[config.mk]
export PLATFORM = sky130hd
export DESIGN_NAME = bsg_async_ptr_gray_rx
export DESIGN_NICKNAME = d
export VERILOG_FILES = /design/src/rtl/bsg_async_ptr_pkg.sv /design/src/rtl/bsg_gray_to_binary.sv /design/src/rtl/bsg_async_ptr_gray_rx.sv
export SDC_FILE = /design/constraint.sdc
export NUM_CORES = 1
export LEC_CHECK = 0
export ABC_AREA = 1
export BUFFER_PORTS_ARGS = -buffer_cell sky130_fd_sc_hd__buf_2
export CAP_MARGIN = 0
export CORE_UTILIZATION = 40
export DETAILED_ROUTE_END_ITERATION = 16
export PLACE_DENSITY = 0.71
export SLEW_MARGIN = 5
export SYNTH_ARGS = -nofsm -noshare
export SYNTH_HDL_FRONTEND = slang
export SYNTH_HIERARCHICAL = 1
export SYNTH_SLANG_ARGS = --single-unit
[constraint.sdc]
create_clock -name clk_i -period 3.5 [get_ports clk_i]
set_input_delay 0.35 -clock clk_i [delete_from_list [all_inputs] [get_ports clk_i]]
set_output_delay 0.35 -clock clk_i [all_outputs]
set_load 0.01 [all_outputs]
[src/rtl/bsg_async_ptr_pkg.sv]
// Shared constants and helpers for the async FIFO receive pointer logic.
// Build option: define BSG_ASYNC_PTR_GRAY_RX_SYNC3_EN for a 3-flop
// synchronizer; otherwise the synchronizer is 2 flops deep.
package bsg_async_ptr_pkg;

`ifdef BSG_ASYNC_PTR_GRAY_RX_SYNC3_EN
  localparam int sync_depth_lp = 3;
`else
  localparam int sync_depth_lp = 2;
`endif

  // Binary to reflected Gray code; callers truncate to their pointer width.
  function automatic logic [31:0] bin_to_gray(input logic [31:0] bin);
    return bin ^ (bin >> 1);
  endfunction

endpackage

[src/rtl/bsg_gray_to_binary.sv]
// Combinational reflected-Gray to binary conversion.
// Each binary bit is the XOR of all Gray bits at and above its position.
module bsg_gray_to_binary #(
  parameter int width_p = 5
) (
  input  logic [width_p-1:0] gray_i,
  output logic [width_p-1:0] binary_o
);

  // Prefix XOR from the MSB down, written as a reduction of the shifted word.
  always_comb begin
    binary_o = '0;
    for (int i = 0; i < width_p; i++) begin
      binary_o[i] = ^(gray_i >> i);
    end
  end

endmodule

[src/rtl/bsg_async_ptr_gray_rx.sv]
// Reader-domain pointer logic for an asynchronous FIFO.
// Synchronizes the writer's Gray pointer, converts it to binary, and
// compares it with the local read pointer to produce occupancy and valid.
// Build option: BSG_ASYNC_PTR_GRAY_RX_SYNC3_EN selects a 3-flop synchronizer.
//
// Dequeue handshake: deq_v_o is high whenever an element is readable at
// r_addr_o; deq_yumi_i pulses high in a cycle where deq_v_o is high to take
// that element, and the read pointer advances on that clock edge. A yumi
// while deq_v_o is low is ignored.
module bsg_async_ptr_gray_rx
  import bsg_async_ptr_pkg::*;
#(
  parameter int lg_size_p = 4
) (
  input  logic                 clk_i,
  input  logic                 reset_n_i,
  input  logic [lg_size_p:0]   w_ptr_gray_i,
  output logic                 deq_v_o,
  input  logic                 deq_yumi_i,
  output logic [lg_size_p-1:0] r_addr_o,
  output logic [lg_size_p:0]   r_ptr_gray_o,
  output logic [lg_size_p:0]   count_o
);

  localparam int ptr_w_lp = lg_size_p + 1;

  logic [ptr_w_lp-1:0] sync_d [sync_depth_lp];
  logic [ptr_w_lp-1:0] sync_q [sync_depth_lp];
  logic [ptr_w_lp-1:0] w_ptr_bin;
  logic [ptr_w_lp-1:0] r_ptr_bin_d, r_ptr_bin_q;
  logic [ptr_w_lp-1:0] r_ptr_gray_d, r_ptr_gray_q;
  logic [ptr_w_lp-1:0] count;
  logic                deq_fire;

  // Plain flop chain for the asynchronous Gray pointer; no logic between stages.
  always_comb begin
    sync_d[0] = w_ptr_gray_i;
    for (int i = 1; i < sync_depth_lp; i++) begin
      sync_d[i] = sync_q[i-1];
    end
  end

  bsg_gray_to_binary #(
    .width_p (ptr_w_lp)
  ) u_g2b (
    .gray_i   (sync_q[sync_depth_lp-1]),
    .binary_o (w_ptr_bin)
  );

  // Occupancy by modular subtraction, valid, and next read pointer values.
  // The Gray read pointer is computed from the next binary value so that the
  // value sent to the writer domain comes straight from a flop.
  always_comb begin
    count        = w_ptr_bin - r_ptr_bin_q;
    deq_fire     = (count != '0) & deq_yumi_i;
    r_ptr_bin_d  = r_ptr_bin_q + {{lg_size_p{1'b0}}, deq_fire};
    r_ptr_gray_d = ptr_w_lp'(bin_to_gray(32'(r_ptr_bin_d)));
  end

  // Synchronizer and read-pointer registers, cleared asynchronously.
  always_ff @(posedge clk_i or negedge reset_n_i) begin
    if (!reset_n_i) begin
      for (int i = 0; i < sync_depth_lp; i++) begin
        sync_q[i] <= '0;
      end
      r_ptr_bin_q  <= '0;
      r_ptr_gray_q <= '0;
    end else begin
      for (int i = 0; i < sync_depth_lp; i++) begin
        sync_q[i] <= sync_d[i];
      end
      r_ptr_bin_q  <= r_ptr_bin_d;
      r_ptr_gray_q <= r_ptr_gray_d;
    end
  end

  assign count_o      = count;
  assign deq_v_o      = (count != '0);
  assign r_addr_o     = r_ptr_bin_q[lg_size_p-1:0];
  assign r_ptr_gray_o = r_ptr_gray_q;

endmodule

**Word-level counts from Yosys, hierarchy flattened**

Cells that the tools add are included.
W data, S select, Z words.

- Bitwise logic cells: 2
- Reductions and logical operators: 6
- Shifts and indexed selects: 0
- $add $sub $neg: 2
- $mul: 0
- Equality and inequality tests: 0
- Mux-type cells: 0
- Div/mod/pow operators: 0
- $lt $le $gt $ge: 0

Operators with widths:

| operator | number |
|---|---|
| $reduce_xor A5 Y1 | 5 |
| $add A5 B1 Y5 | 1 |
| $reduce_bool A5 Y1 | 1 |
| $sub A5 B5 Y5 | 1 |
| $xor A5 B4 Y5 | 1 |
| $and A1 B1 Y1 | 1 |

- Word-level logic and storage cells: 14
- Memories: 0
- Memory bits (writable): 0
- Latch bits: 0
- Bits of input ports: 8
- Output and inout bits: 15
- Bits in registers: 20
- Bits in read-only memories: 0

**Longest topological paths before layout**

Gate-level depths: netlist (run 1).

- Word-level depth: 6
- Depth in mapped cells: 20

**By module**

The synthesis (run 1) kept the hierarchy.

By module, submodules not included:

| module | area an instance (µm²) | cells an instance | times used |
|---|---|---|---|
| bsg_async_ptr_gray_rx | 818.3 | 71 | 1 |
| bsg_gray_to_binary | 117.6 | 21 | 1 |

**Worst setup path after synthesis (run 1)**

Ideal clock, no wire load.

- Path type: reg-to-reg
- From: register sync_q[4] (netlist name)
- To: register r_ptr_gray_q[2], in the netlist r_ptr_gray_o[2]
- Cell stages (with the launch flop): 20
- Path slack: 0.690 ns
- Required time: 3.369 ns
- Clock period less this slack: 2.810 ns
- Arrival: 2.680 ns
- Cells stage by stage: dfrtp_1 inv_1 nand2_1 nand3_1 nand3_1 nand2_1 inv_1 ha_1 fa_1 inv_1 nand3_1 nand3_1 nand2_2 nor2_1 nor2_1 ha_1 ha_1 xnor2_1 inv_2 xor2_1

- Longest elaborated chain between the ends: 6

Ends and longest elaborated chain:

| element | RTL line | text |
|---|---|---|
| start, declared | bsg_async_ptr_gray_rx.sv:28 | `logic [ptr_w_lp-1:0] sync_q [sync_depth_lp];` |
| start signal, assigned by index | bsg_async_ptr_gray_rx.sv:70 | `sync_q[i] <= sync_d[i];` |
| $reduce_xor A5 Y1 | bsg_gray_to_binary.sv:14 | `binary_o[i] = ^(gray_i >> i);` |
| via w_ptr_bin[0] | bsg_async_ptr_gray_rx.sv:29 | `logic [ptr_w_lp-1:0] w_ptr_bin;` |
| $sub A5 B5 Y5 | bsg_async_ptr_gray_rx.sv:54 | `count = w_ptr_bin - r_ptr_bin_q;` |
| via count_o[4] | bsg_async_ptr_gray_rx.sv:22 | `output logic [lg_size_p:0] count_o` |
| $reduce_bool A5 Y1 | bsg_async_ptr_gray_rx.sv:55 | `deq_fire = (count != '0) & deq_yumi_i;` |
| $and A1 B1 Y1 | bsg_async_ptr_gray_rx.sv:55 |  |
| $add A5 B1 Y5 | bsg_async_ptr_gray_rx.sv:56 | `r_ptr_bin_d = r_ptr_bin_q + {{lg_size_p{1'b0}}, deq_fire};` |
| via r_ptr_bin_d[2] | bsg_async_ptr_gray_rx.sv:30 | `logic [ptr_w_lp-1:0] r_ptr_bin_d, r_ptr_bin_q;` |
| $xor A5 B4 Y5 | bsg_async_ptr_pkg.sv:14 | `return bin ^ (bin >> 1);` |
| via r_ptr_gray_d[2] | bsg_async_ptr_gray_rx.sv:31 | `logic [ptr_w_lp-1:0] r_ptr_gray_d, r_ptr_gray_q;` |
| end signal, assigned | bsg_async_ptr_gray_rx.sv:73 | `r_ptr_gray_q <= r_ptr_gray_d;` |
| end, declared | bsg_async_ptr_gray_rx.sv:31 |  |

The timed path passes the listed nets, and every way through them passes these cells.

**Final worst setup path (run 1)**

- From: register sync_q[4] (netlist name)
- To: register r_ptr_gray_q[2], in the netlist r_ptr_gray_o[2]

- Longest elaborated chain between the ends: 6

Ends and longest elaborated chain:

| element | RTL line |
|---|---|
| $reduce_xor A5 Y1 | bsg_gray_to_binary.sv:14 |
| via w_ptr_bin[0] | bsg_async_ptr_gray_rx.sv:29 |
| $sub A5 B5 Y5 | bsg_async_ptr_gray_rx.sv:54 |
| $reduce_bool A5 Y1 | bsg_async_ptr_gray_rx.sv:55 |
| $and A1 B1 Y1 | bsg_async_ptr_gray_rx.sv:55 |
| $add A5 B1 Y5 | bsg_async_ptr_gray_rx.sv:56 |
| via r_ptr_bin_d[2] | bsg_async_ptr_gray_rx.sv:30 |
| $xor A5 B4 Y5 | bsg_async_ptr_pkg.sv:14 |
| via r_ptr_gray_d[2] | bsg_async_ptr_gray_rx.sv:31 |

The timed path passes the listed nets, and every way through them passes these cells.

==> results of run 1 <==
## layer usage
layer  vias up  track usage
met2        15        0.193
met4         0       0.0972
met5         -            0
met1       288        0.167
met3         5       0.0121
li1        336            -
## sequential cells by signal, summed over array words and instances (netlist names)
register      cells
r_ptr_bin_q       5
sync_q            5
r_ptr_gray_o      4
sync_d            5
## what timing repair did
| item | 4_1_cts | 5_1_grt |
|---|---|---|
| setup buffers | 0 | 0 |
| hold buffers | 1 | 0 |
| hold endpoints to repair | 19 | 0 |
## through the flow
step / cell area (um^2) / hold WS [ns] / instances
finish: 1110 / 0.149 / 146
global route: 1110 / 0.134 / 146
CTS: 1110 / 0.142 / 146
detailed placement: 1070 / 0.298 / 141
global placement: 1070 / 0.290 / 141
floorplan: 936 / 0.0544 / 92
## where the power goes
group	switching (mW)	internal, mW	total (mW)
Sequential	0.0546	0.285	0.339
Combinational	0.293	0.229	0.522
Clock	0.0632	0.0426	0.106
Total	0.411	0.556	0.967
## worst max-delay path by stage
stage,startpoint,end,slack [ns],cells past startpoint
floorplan,sync_q[4],r_ptr_gray_o[2],0.69,19
global placement,sync_q[4],r_ptr_gray_o[2],0.50,18
detailed placement,sync_q[4],r_ptr_gray_o[2],0.41,19
CTS,sync_q[4],r_ptr_gray_o[2],0.39,19
global route,sync_q[4],r_ptr_gray_o[2],0.13,19
finish,sync_q[4],r_ptr_gray_o[2],0.41,18
## layout by cell type (no fill, tap or decap), types with 2 or more instances in the layout
master    netlist  routed
buf_2           0      22
ha_1            6       6
nand2_1        13      13
dfrtp_1        19      19
xnor2_1         6       6
nand3_2         2       2
inv_1          15      15
xor2_1          4       4
nand2_2         4       4
nor2_1          3       3
inv_2           3       3
clkbuf_4        0       3
nand3_1        11      11
a21oi_1         2       2
## cells by family after synthesis
logic type	count (synthesis)
AND/OR/NAND/NOR	33
buffers and inverters	19
adder cells (fa/ha/maj)	7
flip-flops	19
XOR/XNOR	12
AO/OA/AOI/OAI	2
## final cells by class
| cell class | instances | area [um^2] | share of cell area |
|---|---|---|---|
| Clock buffer | 3 | 22.5 | 0.0203 |
| Clock inverter | 1 | 5.00 | 0.00450 |
| Multi-Input combinational cell | 54 | 385 | 0.347 |
| Sequential cell | 19 | 475 | 0.428 |
| Tap cell | 28 | 35.0 | 0.0315 |
| Timing Repair Buffer | 23 | 120 | 0.108 |
| Inverter | 18 | 67.6 | 0.0608 |
## worst register-to-register path: stages (launching register included)
cell	delay [ns]
dfrtp_1	0.44
inv_1	0.10
nand2_1	0.08
nand3_1	0.09
nand3_1	0.08
nand2_1	0.06
inv_1	0.04
ha_1	0.20
fa_1	0.51
nand2_1	0.05
nor2_1	0.10
nand3_1	0.08
nor2_1	0.15
nor2_1	0.07
ha_1	0.21
ha_1	0.22
xnor2_1	0.26
inv_2	0.07
xor2_1	0.16
==> impl_metrics.py, run 1 <==
metrics = {
    "power_and_ir_drop": {
        "leakagePower_nw": 0.598,
        "power_density_mw_per_mm2": 870,
        "vdd_ir_drop_max_uv": 478,
        "power_mw": 0.967,
    },
    "synthesis": {
        "synthMuxAreaShare": 0,
        "yosys_warnings": 6,
        "synth-edff-count": 0,
        "yosysTopAreaCell": "dfrtp_1",
        "avgSynthCellArea_um2": 10.2,
        "synthTopCellsByCount": "dfrtp_1 (19), inv_1 (15), nand2_1 (13), nand3_1 (11)",
        "synth_nets": 107,
        "synth_top_area_frac": 0.508,
        "synthTopCellsByArea": "dfrtp_1 (51%), ha_1 (8.0%), inv_1 (6.0%)",
        "synth-seq-cells": 19,
        "synth_xor_area_frac": 0.128,
        "ys_types": 16,
        "ys_seq_area_frac": 0.508,
        "synth-simple-area-share": 0.171,
        "synth_compound_area_frac": 0.0107,
        "synth_top_family_by_area": "simple AND/OR/NAND/NOR gates",
        "synth_ff_type": "dfrtp_1",
        "synth_area_um2": 936,
        "yosysMostFrequentCell": "dfrtp_1",
        "syn-instance-count": 92,
        "synthAdderAreaFrac": 0.102,
        "async_flop_share": 1.00,
    },
    "worst_setup_path": {
        "reg2reg_depth": 18,
        "cp-end-kind": "flip-flop",
        "path_cells": "inv_1, nand2_1, nand3_1, nand3_1, nand2_1, inv_1, ha_1, fa_1, nand2_1, nor2_1, nand3_1, nor2_1, nor2_1, ha_1, ha_1, xnor2_1, inv_2, xor2_1",
        "cp.required_ns": 3.68,
        "worst-path-buf-inv": 3,
        "start_kind": "flip-flop",
        "cpMaxStageDelayCell": "fa_1",
        "crit_arrival_ns": 3.26,
        "reg2reg_from": "sync_q[4]",
        "cp_slowest_stage_delay_ns": 0.51,
        "r2r_end": "r_ptr_gray_o[2]",
        "critPathTopFamily": "adder cells",
        "reg2reg_slack_ns": 0.41,
        "crit_fanout": 4,
        "path_class": "flip-flop to flip-flop",
    },
    "die": {
        "die_h_um": 50.4,
        "start_util": 0.423,
        "design.die.area_mm2": 0.00254,
        "fp.coreArea_mm2": 0.00221,
        "fp-row-count": 17,
        "die_w_um": 50.4,
        "io_pins": 23,
    },
    "min_path": {
        "hp-start": "w_ptr_gray_i[0]",
        "hold-path-endpoint": "sync_d[0]",
        "hold_path.class": "input pin to flip-flop",
        "min_path_cells": 1,
    },
    "timing": {
        "fmax_mhz": 324,
        "tightest_slew_ns": 0.392,
        "setup-violations-final": 0,
        "maxSlewViolCount": 0,
        "fin_skew_ns": 0.00740,
        "timing.final.ws_setup_ns": 0.414,
        "hold_viol": 0,
        "finalSetupTns_ns": 0,
        "period_needed_ns": 3.09,
        "slew_headroom": 0.739,
        "fin_crit_sh": 0.882,
        "rsz0062_at_grt": "false",
    },
    "global_route": {
        "grt_pass1_vias": 570,
        "grt-ovfl-total": 0,
        "grt_max_degree": 20,
        "gr-usage-all-layers": 0.127,
        "grt_first_pass_wirelength_um": 2330,
        "antenna_found_initial": 0,
    },
    "layout": {
        "nNetsFinal": 134,
        "diodes": 0,
        "n_fill_cell": 202,
        "fin_util": 0.502,
        "drive_gt1_frac": 0.314,
        "area_delta_synth_final_pct": 18.7,
    },
    "clock_tree": {
        "cts.clk_slew.worst_paths_ns": 0.10,
        "htree_levels": 1,
        "cts_root_buf": "clkbuf_4",
        "cts_tree": "built",
        "clock_latency_ns": 0.30,
        "clock_sinks": 19,
        "cts_buffers": 3,
        "clockBufferDepth": 2,
        "cts-resized-gates": 0,
    },
    "drt": {
        "finalWirelength_um": 1430,
        "wl_met1_um": 671,
        "met3_length_um": 49,
        "met2_length_um": 659,
        "first_pass_iters": 4,
        "drc": 0,
        "wire_per_inst_um": 9.79,
        "routed.top_layer": "met4",
        "vias": 644,
        "viasPerCell": 4.41,
        "initialDrtViolationCount": 5,
        "ant_nets": 0,
    },
    "placement": {
        "port_buffers": 22,
        "dp_slack_ns": 0.408,
        "globalplace.congestion": 0.848,
        "dp_hpwl_um": 1140,
    },
    "outcome": {
        "status": "finished, final reports clean",
    },
    "job": {
        "cap_violations": 0,
    },
}
Power figures use the tool's default switching activity.
==> run 2, diff against run 1 <==
--- a/config.mk
+++ b/config.mk
@@ -5,12 +5,12 @@
 export SDC_FILE = /design/constraint.sdc
 export NUM_CORES = 1
 export LEC_CHECK = 0
-export ABC_AREA = 1
 export BUFFER_PORTS_ARGS = -buffer_cell sky130_fd_sc_hd__buf_2
 export CAP_MARGIN = 0
 export CORE_UTILIZATION = 40
 export DETAILED_ROUTE_END_ITERATION = 16
-export PLACE_DENSITY = 0.71
+export GPL_ROUTABILITY_DRIVEN = 1
+export PLACE_DENSITY = 0.72
 export SLEW_MARGIN = 5
 export SYNTH_ARGS = -nofsm -noshare
 export SYNTH_HDL_FRONTEND = slang
==> run 2 against run 1 <==
  * First-iteration DRC count fell by 40%
  * Synthesized area fell by 8.7%
  * Count of clock-buffer cells in the layout did not move
  * Cell count fell by 19%
  * Fmax fell by 6.2%
  * Largest power group unchanged
  * Via count fell by 19%
  * Global-route usage rose by 1.7 points
  * Power rose by 4.6%
==> impl_metrics.py, run 2 <==
metrics = {
    "synthesis": {
        "synth-edff-count": 0,
        "synth_area_um2": 855,
        "async_flop_share": 1.00,
        "yosysMostFrequentCell": "dfrtp_1",
        "synth_top_area_frac": 0.556,
        "yosysTopAreaCell": "dfrtp_1",
        "synth-seq-cells": 19,
        "ys_types": 17,
        "synth_nets": 80,
        "yosys_warnings": 6,
        "avgSynthCellArea_um2": 13.1,
        "syn-instance-count": 65,
        "synthTopCellsByArea": "dfrtp_1 (56%), xnor2_1 (9.2%), ha_1 (8.8%)",
        "synthTopCellsByCount": "dfrtp_1 (19), inv_1 (11), xnor2_1 (9), ha_1 (6), xor2_1 (5)",
        "synth_ff_type": "dfrtp_1",
        "ys_seq_area_frac": 0.556,
    },
    "global_route": {
        "grt_pass1_vias": 539,
        "gr-usage-all-layers": 0.144,
        "grt_util_met2": 0.243,
        "grt-ovfl-total": 0,
        "antenna_found_initial": 0,
        "grt.busiest_layer": "met2",
        "grt_max_degree": 20,
        "grt_first_pass_wirelength_um": 2190,
        "use_met1": 0.160,
        "use_met3": 0.0370,
    },
    "clock_tree": {
        "cts_buffers": 3,
        "clock_latency_ns": 0.29,
        "clockBufferDepth": 2,
        "cts.clk_slew.worst_paths_ns": 0.10,
        "cts_root_buf": "clkbuf_4",
        "clock_sinks": 19,
        "htree_levels": 1,
        "cts_tree": "built",
        "post_cts_buffers": 0,
    },
    "job": {
        "cap_violations": 0,
    },
    "drt": {
        "ant_nets": 0,
        "initialDrtViolationCount": 3,
        "vias": 523,
        "drc": 0,
        "viasPerCell": 4.43,
        "finalWirelength_um": 1350,
        "wire_per_inst_um": 11.4,
        "first_pass_iters": 2,
    },
    "timing": {
        "slew_headroom": 0.727,
        "fin_crit_sh": 0.940,
        "tightest_slew_ns": 0.406,
        "maxSlewViolCount": 0,
        "hold_viol": 0,
        "timing.final.ws_setup_ns": 0.211,
        "setup-violations-final": 0,
        "fin_skew_ns": 0.00667,
        "finalSetupTns_ns": 0,
        "fmax_mhz": 304,
        "rsz0062_at_grt": "false",
        "period_needed_ns": 3.29,
    },
    "placement": {
        "dp_slack_ns": 0.169,
        "port_buffers": 22,
        "globalplace.congestion": 0.743,
        "dp_hpwl_um": 1080,
    },
    "layout": {
        "drive_gt1_frac": 0.330,
        "fin_util": 0.528,
        "mostFrequentLayoutCells": "buf_2 (22), dfrtp_1 (19), inv_1 (11)",
        "final_common_cell": "buf_2",
        "diodes": 0,
        "nNetsFinal": 107,
        "area_delta_synth_final_pct": 22.5,
    },
    "die": {
        "die_h_um": 48.2,
        "io_pins": 23,
        "fp-row-count": 16,
        "fp.coreArea_mm2": 0.00198,
        "design.die.area_mm2": 0.00233,
        "start_util": 0.431,
        "die_w_um": 48.2,
    },
    "power_and_ir_drop": {
        "power_density_mw_per_mm2": 966,
        "vdd_ir_drop_max_uv": 575,
        "leakagePower_nw": 0.531,
    },
    "outcome": {
        "status": "finished, final reports clean",
    },
    "worst_setup_path": {
        "cp.required_ns": 3.72,
        "path_class": "flip-flop to flip-flop",
        "crit_arrival_ns": 3.51,
        "start_kind": "flip-flop",
        "cp-end-kind": "flip-flop",
        "crit_fanout": 4,
    },
    "min_path": {
        "hold_path.class": "input pin to flip-flop",
    },
}
==> run 2: cells by family after synthesis <==
kind of cell,after synthesis,share of synthesized area
compound gates,3,0.0307
flops,19,0.556
buf+inv,12,0.0571
simple gates,8,0.0556
xor+xnor,16,0.189
fa+ha+maj,7,0.111
==> run 2: power by group <==
| group | total (mW) | internal (mW) | switching, mW |
|---|---|---|---|
| registers | 0.333 | 0.285 | 0.0486 |
| clock network | 0.105 | 0.0425 | 0.0627 |
| logic | 0.573 | 0.261 | 0.312 |
| total | 1.01 | 0.588 | 0.423 |
==> run 2: worst max-delay path, cell delays in order, from the launching register on <==
cell and delay (ns):
dfrtp_1 0.44, xor2_4 0.22, xnor3_1 0.29, inv_1 0.05, ha_1 0.23, fa_1 0.41
nand2b_1 0.16, a21oi_1 0.18, xnor2_1 0.14, a31oi_1 0.19, ha_1 0.20, ha_1 0.22
nand3_1 0.11, xnor2_1 0.23, xnor2_1 0.15
==> run 2: area by class of cell <==
cell class | instances | area (um^2)
Clock buffer | 3 | 22.5
Clock inverter | 1 | 5.00
Fill cell | 180 | 935
Inverter | 11 | 41.3
Multi-Input combinational cell | 34 | 349
Sequential cell | 19 | 475
Tap cell | 27 | 33.8
Timing Repair Buffer | 23 | 120
==> run 2: per-layer routing <==
| metal | share of wire | vias up |
|---|---|---|
| li1 | - | 251 |
| met1 | 0.40 | 258 |
| met2 | 0.55 | 12 |
| met3 | 0.040 | 2 |
| met4 | 0.0081 | 0 |
| met5 | 0 | - |
==> run 2: final timing paths <==
path                                  from         endpoint  slack [ns]  depth (start not counted)
max                              sync_q[3]  r_ptr_gray_o[3]        0.21                         14
min                        w_ptr_gray_i[4]        sync_d[4]        0.16                          1
min in group asynchronous        reset_n_i        sync_q[2]        0.51                          2
max reg2reg                      sync_q[3]  r_ptr_gray_o[3]        0.21                         14
max in group asynchronous        reset_n_i   r_ptr_bin_q[1]        2.70                          2
min reg2reg                      sync_d[4]        sync_q[4]        0.36                          0
==> run 2: what timing repair did <==
item	4_1_cts	5_1_grt
resized for setup	0	2
endpoints found under the hold margin	19	0
hold buffers	1	0
setup endpoints to repair	0	2
==> run 2: stage by stage <==
stage | total power, mW | instance area (um^2) | instances | hold WS (ns)
global route | 1.10 | 1050 | 118 | 0.136
global placement | 0.892 | 991 | 113 | 0.292
CTS | 1.03 | 1030 | 118 | 0.144
detailed placement | 0.912 | 991 | 113 | 0.303
floorplan | 0.719 | 855 | 65 | 0.0544
finish | 1.01 | 1050 | 118 | 0.156
